**src/rtl/dadda_pkg.sv**
```systemverilog
// Shared definitions for the 4x4 Dadda multiplier and its downstream stages.
//   MUL_OP_W / MUL_PROD_W : multiplier operand width and product width (2x operand)
//   acc_state_e          : product accumulator FSM states
//   sat_add32            : generic saturating unsigned add for fixed-width users (<= 32 bits)
package dadda_pkg;

  localparam int unsigned MUL_OP_W   = 4;
  localparam int unsigned MUL_PROD_W = 2 * MUL_OP_W;

  typedef enum logic {
    StAccum = 1'b0,
    StFull  = 1'b1
  } acc_state_e;

  // Returns {overflow, sum} where sum is clamped to 2^width-1. Operands must already fit
  // in 'width' bits; width in 1..32.
  function automatic logic [32:0] sat_add32(input logic [31:0] a, input logic [31:0] b,
                                            input int unsigned width);
    logic [32:0] sum;
    logic [32:0] max;
    sum = {1'b0, a} + {1'b0, b};
    max = (33'd1 << width) - 33'd1;
    if (sum > max) begin
      sat_add32 = {1'b1, max[31:0]};
    end else begin
      sat_add32 = {1'b0, sum[31:0]};
    end
  endfunction

endpackage

```
**src/rtl/dadda_product_accumulator_sat_adder.sv**
```systemverilog
// Unsigned saturating adder: o_sum = min(i_a + zero_ext(i_b), 2^ACC_W-1).
//   i_a   [ACC_W]  running accumulator
//   i_b   [PROD_W] product to add (zero-extended)
//   o_sum [ACC_W]  clamped sum
//   o_ovf          high when the true sum did not fit and was clamped
module dadda_product_accumulator_sat_adder #(
  parameter int unsigned ACC_W  = 16,
  parameter int unsigned PROD_W = 8
) (
  input  logic [ACC_W-1:0]  i_a,
  input  logic [PROD_W-1:0] i_b,
  output logic [ACC_W-1:0]  o_sum,
  output logic              o_ovf
);

  localparam int unsigned SUM_W = ACC_W + 1;

  logic [SUM_W-1:0] w_full;

  // PROD_W <= ACC_W, so a carry out of bit ACC_W-1 is exactly the overflow condition.
  assign w_full = {1'b0, i_a} + SUM_W'(i_b);
  assign o_ovf  = w_full[ACC_W];
  assign o_sum  = w_full[ACC_W] ? {ACC_W{1'b1}} : w_full[ACC_W-1:0];

endmodule

```
**src/rtl/dadda_product_accumulator.sv**
```systemverilog
// Streaming accumulator behind the 4x4 Dadda multiplier. Sums up to COUNT unsigned products
// (fewer when a beat carries i_in_last) into one saturated ACC_W-bit result per frame.
//   i_clk, i_rst          clock, asynchronous active-high reset
//   i_clr                 synchronous abort of the partial frame (pending result untouched)
//   i_in_valid/o_in_ready product beat handshake; i_in_data product, i_in_last early frame end
//   o_out_valid/i_out_ready result handshake
//   o_out_data            saturated frame sum
//   o_out_beats           products in the frame (1..COUNT)
//   o_out_ovf             frame sum saturated
module dadda_product_accumulator
  import dadda_pkg::*;
#(
  parameter int unsigned PROD_W = MUL_PROD_W,
  parameter int unsigned ACC_W  = 16,
  parameter int unsigned COUNT  = 4,
  localparam int unsigned CNT_W = $clog2(COUNT + 1)
) (
  input  logic              i_clk,
  input  logic              i_rst,
  input  logic              i_clr,
  input  logic              i_in_valid,
  output logic              o_in_ready,
  input  logic [PROD_W-1:0] i_in_data,
  input  logic              i_in_last,
  output logic              o_out_valid,
  input  logic              i_out_ready,
  output logic [ACC_W-1:0]  o_out_data,
  output logic [CNT_W-1:0]  o_out_beats,
  output logic              o_out_ovf
);

  if (ACC_W < PROD_W) begin : g_bad_acc_w
    $error("ACC_W must be >= PROD_W");
  end
  if (COUNT < 1) begin : g_bad_count
    $error("COUNT must be >= 1");
  end

  acc_state_e       r_state, w_state_nxt;
  logic [ACC_W-1:0] r_acc, w_acc_nxt;
  logic [CNT_W-1:0] r_cnt, w_cnt_nxt;
  logic             r_ovf_acc, w_ovf_acc_nxt;
  logic [ACC_W-1:0] r_out_data, w_out_data_nxt;
  logic [CNT_W-1:0] r_out_beats, w_out_beats_nxt;
  logic             r_out_ovf, w_out_ovf_nxt;

  logic             w_in_ready;
  logic             w_beat;
  logic             w_final;
  logic             w_retire;
  logic [ACC_W-1:0] w_sum;
  logic             w_clip;
  logic             w_ovf_frame;
  logic [CNT_W-1:0] w_cnt_inc;

  dadda_product_accumulator_sat_adder #(
    .ACC_W (ACC_W),
    .PROD_W(PROD_W)
  ) u_sat_adder (
    .i_a  (r_acc),
    .i_b  (i_in_data),
    .o_sum(w_sum),
    .o_ovf(w_clip)
  );

  // Only a pending, unconsumed result stalls the input; a result retiring this cycle frees it.
  assign w_in_ready  = !((r_state == StFull) && !i_out_ready);
  assign w_beat      = i_in_valid && w_in_ready;
  assign w_final     = (r_cnt == CNT_W'(COUNT - 1)) || i_in_last;
  assign w_retire    = (r_state == StFull) && i_out_ready;
  assign w_ovf_frame = r_ovf_acc || w_clip;
  assign w_cnt_inc   = r_cnt + CNT_W'(1);

  always_comb begin
    w_state_nxt     = r_state;
    w_acc_nxt       = r_acc;
    w_cnt_nxt       = r_cnt;
    w_ovf_acc_nxt   = r_ovf_acc;
    w_out_data_nxt  = r_out_data;
    w_out_beats_nxt = r_out_beats;
    w_out_ovf_nxt   = r_out_ovf;

    if (w_retire) begin
      w_state_nxt = StAccum;
    end

    if (i_clr) begin
      // Abort wins over any beat (and its in_last) arriving this cycle.
      w_acc_nxt     = '0;
      w_cnt_nxt     = '0;
      w_ovf_acc_nxt = 1'b0;
    end else if (w_beat) begin
      if (w_final) begin
        w_out_data_nxt  = w_sum;
        w_out_beats_nxt = w_cnt_inc;
        w_out_ovf_nxt   = w_ovf_frame;
        w_acc_nxt       = '0;
        w_cnt_nxt       = '0;
        w_ovf_acc_nxt   = 1'b0;
        w_state_nxt     = StFull;
      end else begin
        w_acc_nxt     = w_sum;
        w_cnt_nxt     = w_cnt_inc;
        w_ovf_acc_nxt = w_ovf_frame;
      end
    end
  end

  always_ff @(posedge i_clk or posedge i_rst) begin
    if (i_rst) begin
      r_state     <= StAccum;
      r_acc       <= '0;
      r_cnt       <= '0;
      r_ovf_acc   <= 1'b0;
      r_out_data  <= '0;
      r_out_beats <= '0;
      r_out_ovf   <= 1'b0;
    end else begin
      r_state     <= w_state_nxt;
      r_acc       <= w_acc_nxt;
      r_cnt       <= w_cnt_nxt;
      r_ovf_acc   <= w_ovf_acc_nxt;
      r_out_data  <= w_out_data_nxt;
      r_out_beats <= w_out_beats_nxt;
      r_out_ovf   <= w_out_ovf_nxt;
    end
  end

  assign o_in_ready  = w_in_ready;
  assign o_out_valid = (r_state == StFull);
  assign o_out_data  = r_out_data;
  assign o_out_beats = r_out_beats;
  assign o_out_ovf   = r_out_ovf;

endmodule

```
**config.mk**
```make
export PLATFORM = sky130hd
export DESIGN_NAME = dadda_product_accumulator
export DESIGN_NICKNAME = d
export VERILOG_FILES = /design/src/rtl/dadda_pkg.sv /design/src/rtl/dadda_product_accumulator_sat_adder.sv /design/src/rtl/dadda_product_accumulator.sv
export SDC_FILE = /design/constraint.sdc
export NUM_CORES = 1
export LEC_CHECK = 0
export ABC_AREA = 1
export BUFFER_PORTS_ARGS = -buffer_cell sky130_fd_sc_hd__buf_2
export CAP_MARGIN = 20
export CORE_ASPECT_RATIO = 1.75
export CORE_UTILIZATION = 35
export DETAILED_ROUTE_END_ITERATION = 7
export SYNTH_ARGS = -nofsm -noshare
export SYNTH_HDL_FRONTEND = slang
export SYNTH_HIERARCHICAL = 1
export SYNTH_SLANG_ARGS = --single-unit
```
**constraint.sdc**
```tcl
create_clock -name i_clk -period 3 [get_ports i_clk]
set_input_delay 0.15 -clock i_clk [delete_from_list [all_inputs] [get_ports i_clk]]
set_output_delay 0.15 -clock i_clk [all_outputs]
set_load 0.05 [all_outputs]
```
# Word level (Yosys, flattened, before mapping)
# Index checks and enable logic that the tools add are counted.
# Widths: inputs -> output; s select.
# totals
reg_bits	41
inputBits	14
output_inout_bits	22
wordCells	34
# classes
addsub	2
eq_ne	1
muxes	14
bitwise_logic	1
n_reduce_logical	9
# op_table
op	n
$mux 16	4
$add 16x8->17	1
$mux 3	3
$mux 1	7
$add 3x1->3 const B	1
$eq 3x2->1 const B	1
$logic_and 1x1->1	3
$reduce_and 3->1	1
$logic_not 1->1	2
$logic_or 1x1->1	2
$reduce_bool 2->1	1
$not 1->1	1

# Logic depth before layout (Yosys ltp)
# Gate-level depths: netlist of run 1.
# logic_depth
ltp_word	6
depth_mapped	13

# Hierarchy
# Netlist of run 1, hierarchy kept.
# by_module_without_submodules
module	n_inst	cells_each	area_each_um2	seq_area_each_um2
dadda_product_accumulator	1	194	1727.9	1026.0
dadda_product_accumulator_sat_adder	1	152	843.3	0.0

# Worst setup path before layout of run 1
# Ideal clock, no wire load.
# synth_timing
path_type	flip-flop to flip-flop
startpoint	reg r_acc[0]
endpoint	reg r_out_ovf, in the netlist o_out_ovf
setup_ns	0.119
arrival_ns	2.039
slack_ns	0.841
path_stages_with_launch	14
synth_period_minus_slack_ns	2.159
cell_sequence	dfrtp_1 ha_1 fa_1 nand2_1 nand2_1 and2_4 nand2_2 nand2_4 nand3_4 buf_12 inv_1 or2_2 nand4_1 nand2_1
# synth_via
elab_chain_len	2
# synth_lines
item	line	rtl
start, declared	dadda_product_accumulator.sv:40	logic [ACC_W-1:0] r_acc, w_acc_nxt;
start signal, assigned	dadda_product_accumulator.sv:120	r_acc <= w_acc_nxt;
$add 16x8->17	dadda_product_accumulator_sat_adder.sv:21	assign w_full = {1'b0, i_a} + SUM_W'(i_b);
named net w_clip	dadda_product_accumulator.sv:52	logic w_clip;
$logic_or 1x1->1	dadda_product_accumulator.sv:71	assign w_ovf_frame = r_ovf_acc || w_clip;
end signal, assigned	dadda_product_accumulator.sv:125	r_out_ovf <= w_out_ovf_nxt;
end, declared	dadda_product_accumulator.sv:45	logic r_out_ovf, w_out_ovf_nxt;
# The timed path passes the listed nets, and every way through them passes these cells.
# A chain may end at the register's enable or synchronous reset.

# Worst setup path after layout of run 1
# Same ends and word-level chain as after synthesis.

==> results of run 1 <==
cell usage after synthesis (all sizes together):
master,instances,share of area [%]
o21ai,1,0.19
nor3,2,0.83
nor2,17,2.6
and2,1,0.34
dfrtp,41,40
xor2,2,0.68
inv,37,5.4
or2,4,0.97
clkbuf,4,0.58
ha,10,4.9
a21oi,3,0.73
nand3b,4,1.2
fa,1,0.78
o21bai,1,0.73
nand3,44,10
buf,11,3.1
nand2,141,21
nand4,22,5.4
path summary, 6_finish.rpt:
| path | to | depth (start not counted) | from |
|---|---|---|---|
| min in group i_clk | o_out_valid | 4 | i_out_ready |
| max | o_out_ovf | 12 | r_acc[0] |
| min reg2reg | o_out_data[7] | 2 | o_out_data[7] |
| max reg2reg | o_out_ovf | 12 | r_acc[0] |
| min | o_out_beats[1] | 3 | i_rst |
| max in group asynchronous | o_out_data[13] | 3 | i_rst |
placed cells by master (no fill, tap or decap), types with 5 or more instances in the layout:
master,count
nand2_2,6
ha_1,10
buf_2,35
inv_1,33
nor2_1,16
nand2_1,134
buf_4,5
nand4_1,22
nand3_1,38
clkbuf_16,5
dfrtp_1,41
cell families (layout without fill, tap and decap cells):
kind of cell / count (synthesis) / in the layout / share of synthesized area, %
AND/OR/NAND/NOR: 235 / 235 / 43.0
buffers and inverters: 52 / 83 / 9.10
flip-flops: 41 / 41 / 39.9
adder cells (fa/ha/maj): 11 / 11 / 5.64
AO/OA/AOI/OAI: 5 / 5 / 1.65
XOR/XNOR: 2 / 2 / 0.681
cell type report:
class	count	area (µm²)
tap	86	108
fill	771	4260
clock buffer	5	125
sequential	41	1030
clock inverter	1	5.00
inverter	37	139
timing repair buffer	40	213
multi-input combinational	253	1310
per-stage QoR:
step | power [mW] | setup slack (ns) | hold WS [ns] | instances | util [%]
2_1_floorplan | 0.880 | 0.841 | 0.380 | 346 | -
3_3_place_gp | 0.962 | 0.758 | 0.309 | 457 | 38.9
3_5_place_dp | 0.966 | 0.723 | 0.318 | 457 | 38.9
4_1_cts | 1.48 | 0.718 | 0.0148 | 463 | 40.7
5_1_grt | 1.53 | 0.502 | 0.0525 | 463 | 40.7
6_report | 1.45 | 0.727 | -0.0137 | 463 | 40.7
layer usage:
| layer | global-route usage, % | routed length (µm) | part of all wire [%] |
|---|---|---|---|
| met5 | 0 | 0 | 0 |
| met4 | 8.94 | 174 | 2.8 |
| met3 | 2.78 | 158 | 2.5 |
| met2 | 32.6 | 3440 | 55 |
| met1 | 20.0 | 2480 | 40 |
report_power, final:
part | leakage [nW] | switching, mW | internal [mW]
logic | 1.11 | 0.253 | 0.0853
clock network | 0.0655 | 0.204 | 0.297
registers | 0.554 | 0.0226 | 0.592
total | 1.73 | 0.479 | 0.974
critical path, cell delays in order, from the launching register on:
cell	delay, ns
dfrtp_1	0.38
ha_1	0.23
fa_1	0.38
nand2_1	0.10
nand2_1	0.07
and2_4	0.15
nand2_2	0.08
nand2_4	0.07
nand3_4	0.21
inv_1	0.06
or2_2	0.29
nand4_1	0.09
nand2_1	0.05
state kept, by name, indices dropped and copies added, names as in the netlist:
| name | flops |
|---|---|
| o_out_beats | 3 |
| o_out_data | 16 |
| o_out_ovf | 1 |
| o_out_valid | 1 |
| r_acc | 16 |
| r_cnt | 3 |
| r_ovf_acc | 1 |
==> results.md, run 1 <==
- Routed vias/inst: 4.96
- Slew headroom: 42.1%
- Ys Warns: 6
- R2r setup slk: 0.73 ns
- Final period util: 75.8%
- Max Cap Viol: 0
- WP data arrival: 2.44 ns
- Clock transition at path regs: 0.06 ns
- TritonCTS buffer count: 5
- Worst-path fanout max: 16
- Synth Instances: 346
- Syn_nets: 371
- Clock Tree Buf Depth: 2
- Die Y: 115 µm
- # Post-CTS Setup Buffers: 0
- Failing checks: negative hold slack
- DR DRC count: 0
- DRT Wirelength: 6260 µm
- Leak pwr: 1.73 nW
- Crit path kind: register to register
- Post-CTS sizing: 0
- Global route overflow: 0
- Synth Cell Area: 0.00257 mm²
- Avg Inst Size Synth: 7.43 µm²
- Routed Antenna Nets: 0
- Post-synthesis cell type count: 29
- Final slew viol count: 0
- Hold crit path type: input pin to asynchronous set/reset pin
- Status: finished, violations left
- RSZ-0062 raised after global routing: no
- Clk_skew: 0.00346 ns
- Final Net Count: 403
- Hold slack: -0.0137 ns
- H-tree lvl count: 2
- Share of layout cells above drive strength 1: 18.8%
- Final min period: 2.27 ns
- Total clock sinks: 41
- Dpl cell area: 0.00280 mm²
- First-iteration detailed-routing DRC count: 182
- Drt pass-1 iters: 4
- CTS tree: built
- Synth-to-layout area growth: 13.8%
- Initial antenna violation count: 0
- Latest clock arrival within the worst-skew pair: 0.28 ns
- Flops & latches, synth: 41
- Cell area after layout: 0.00293 mm²
- Worst EP required: 3.17 ns
- Seq/Total Area, Yosys: 39.9%
- Final setup vio count: 0
- Die X: 66.8 µm
- Power Density: 497 mW/mm²
- Detailed-route via count: 2295
- Initial cell density of the core: 35.8%
- Die area: 0.00771 mm²
- I/O Buffers: 35
- GRT Util Overall: 18.1%
- Vias in the first global route: 2257
- Setup tns final: 0 ns
- Hold_buf cts: 0
- CP endpoint kind: register
- Gpl congestion: 0.932
- # IOs: 36
- Site row count: 41
- First-pass GRT wire length: 10400 µm
- Detailed Place HPWL: 4630 µm
- Slew @ Worst Pin: 0.866 ns
- Ant diodes: 0
- Worst setup SP type: register
- FMAX: 440 MHz
- Root Driver: clkbuf_16
- Hold Violations, Final: 23
- Core ar.: 0.00718 mm²
- Peak supply drop: 0.000193 V
- Drt wl/cell: 13.5 µm
- Largest net degree at the start of global routing: 42
Note: power is estimated with default switching activity, not from simulation.
==> run 2: changes to the inputs <==
==> constraint.sdc (replaced) <==
create_clock -name i_clk -period 1.9 [get_ports i_clk]
set_input_delay 0.095 -clock i_clk [delete_from_list [all_inputs] [get_ports i_clk]]
set_output_delay 0.095 -clock i_clk [all_outputs]
set_load 0.05 [all_outputs]
==> results.md, run 2 (same netlist as run 1, synthesis figures left out) <==
- Status: finished, violations left
- Failing checks: negative setup slack
- DR DRC count: 0
- Met1 WL: 2670 µm
- R2r setup slk: -0.07 ns
- Clock transition at path regs: 0.06 ns
- Peak supply drop: 0.000322 V
- Root Driver: clkbuf_16
- Final slew viol count: 0
- RSZ-0062 raised after global routing: yes
- Most frequent cells in the layout: 129 x nand2_1, 41 x dfrtp_1, 35 x buf_2
- Die area: 0.00771 mm²
- Drt wl/cell: 14.5 µm
- WP data arrival: 2.14 ns
- Routed Antenna Nets: 0
- Commonest non-fill, non-tap cell in the layout: nand2_1
- R2r startpoint: r_acc[0]
- Layout Cells excl Fill: 489
- H-tree lvl count: 2
- Slew @ Worst Pin: 0.545 ns
- Ant diodes: 0
- Worst EP required: 2.07 ns
- Synth-to-layout area growth: 29.1%
- First-iteration detailed-routing DRC count: 164
- Critical path origin: r_acc[0]
- CTS tree: built
- Vias in the first global route: 2423
- Detailed-route via count: 2446
- Max Used Layer: met4
- Global route overflow: 0
- GRT Util Overall: 20.2%
- # IOs: 36
- Detailed Place HPWL: 4970 µm
- First-pass GRT wire length: 11500 µm
- Final Net Count: 427
- Initial antenna violation count: 0
- Fin worst setup slack: -0.0715 ns
- Site row count: 41
- Die Y: 115 µm
- Hold Violations, Final: 0
- DRT Wirelength: 7080 µm
- Die X: 66.8 µm
- TritonCTS buffer count: 5
- Critical Path Sink: o_out_ovf
- Final min period: 1.97 ns
- Slew headroom: 63.7%
- Gpl congestion: 0.834
- Met3 routed WL: 116 µm
- Reg-to-reg critical path endpoint: o_out_ovf
- Worst-case reg-to-reg path depth: 12
- Placed insts: 476
- Initial cell density of the core: 35.8%
- Share of layout cells above drive strength 1: 29.3%
- Power Density: 784 mW/mm²
- Worst setup SP type: register
- Leak pwr: 1.88 nW
- Core ar.: 0.00718 mm²
- Hold crit path type: input pin to register
- Max Cap Viol: 0
- Drt pass-1 iters: 6
- Clock Tree Buf Depth: 2
- Latest clock arrival within the worst-skew pair: 0.29 ns
- Met2 WL: 3930 µm
- Routed vias/inst: 5.00
- Post-layout util: 46.2%
- Final period util: 104%
- Crit path kind: register to register
- FMAX: 507 MHz
- Final setup vio count: 20
- Total clock sinks: 41
- Worst-path fanout max: 7
- CP endpoint kind: register
- I/O Buffers: 35
- Clk_skew: 0.00500 ns
- Largest net degree at the start of global routing: 42
[run 2: cell count changes in the layout (fill, tap and decap cells not counted), moves of 2 or more]
| cell | previous run | this run |
|---|---|---|
| buf_4 | 5 | 23 |
| buf_6 | 0 | 4 |
| ha_1 | 10 | 6 |
| ha_4 | 0 | 3 |
| inv_1 | 33 | 31 |
| inv_2 | 4 | 6 |
| nand2_1 | 134 | 129 |
| nand2_4 | 1 | 5 |
| nand3_1 | 38 | 29 |
| nand3_2 | 4 | 12 |
| nand3_4 | 2 | 4 |
[run 2: cell type report]
type | count | area (µm²)
flip-flops and latches | 41 | 1030
clock inverters | 1 | 30.0
well taps | 86 | 108
multi-input cells | 254 | 1470
fillers | 752 | 3860
clock buffers | 7 | 143
repair buffers | 63 | 403
inverters | 37 | 139
[run 2: power breakdown]
group | switching, mW | internal [mW] | leakage (nW)
clock network | 0.359 | 0.657 | 0.0841
registers | 0.0360 | 0.934 | 0.554
logic | 0.433 | 0.184 | 1.24
total | 0.828 | 1.78 | 1.88
[run 2: worst max-delay path, cell delays in order, from the launching register on]
cell	delay, ns
dfrtp_1	0.38
ha_2	0.20
fa_2	0.35
nand2_2	0.08
nand2_2	0.05
and2_4	0.14
nand2_4	0.06
nand2_4	0.06
nand3_4	0.14
inv_2	0.04
or2_4	0.23
nand4_1	0.07
nand2_1	0.06
[run 2: worst min-delay path by stage]
stage,startpoint,endpoint,depth (start not counted)
2_1_floorplan,i_rst,o_out_beats[0],1
3_3_place_gp,i_rst,o_out_beats[0],3
3_5_place_dp,i_rst,o_out_valid,3
4_1_cts,i_out_ready,o_out_valid,4
5_1_grt,i_out_ready,o_out_valid,4
6_report,i_out_ready,o_out_valid,4
[run 2: what timing repair did]
| item | CTS | global route |
|---|---|---|
| hold endpoints to repair | 41 | 0 |
| gates cloned | 1 | 0 |
| pin swaps | 3 | 13 |
| buffers inserted | 0 | 3 |
| resized for setup | 5 | 25 |
| hold buffers | 1 | 0 |
| setup endpoints to repair | 33 | 34 |
[run 2: per-stage QoR]
stage | total power, mW | instance area [µm²] | hold WS (ns) | setup TNS [ns] | setup WS (ns)
floorplan | 1.39 | 2590 | 0.325 | -0.165 | -0.0929
global placement | 1.56 | 2960 | 0.257 | -0.952 | -0.0643
detailed placement | 1.56 | 2960 | 0.269 | -1.61 | -0.0993
CTS | 2.59 | 3180 | 0.0923 | -0.149 | -0.0455
global route | 2.71 | 3320 | 0.142 | -3.25 | -0.145
finish | 2.60 | 3320 | 0.0997 | -0.480 | -0.0715
[run 2: layer usage]
layer / up-vias / track usage [%]
met1: 1161 / 20.9
li1: 1217 / -
met3: 21 / 2.68
met2: 47 / 37.3
met5: - / 0
met4: 0 / 11.8
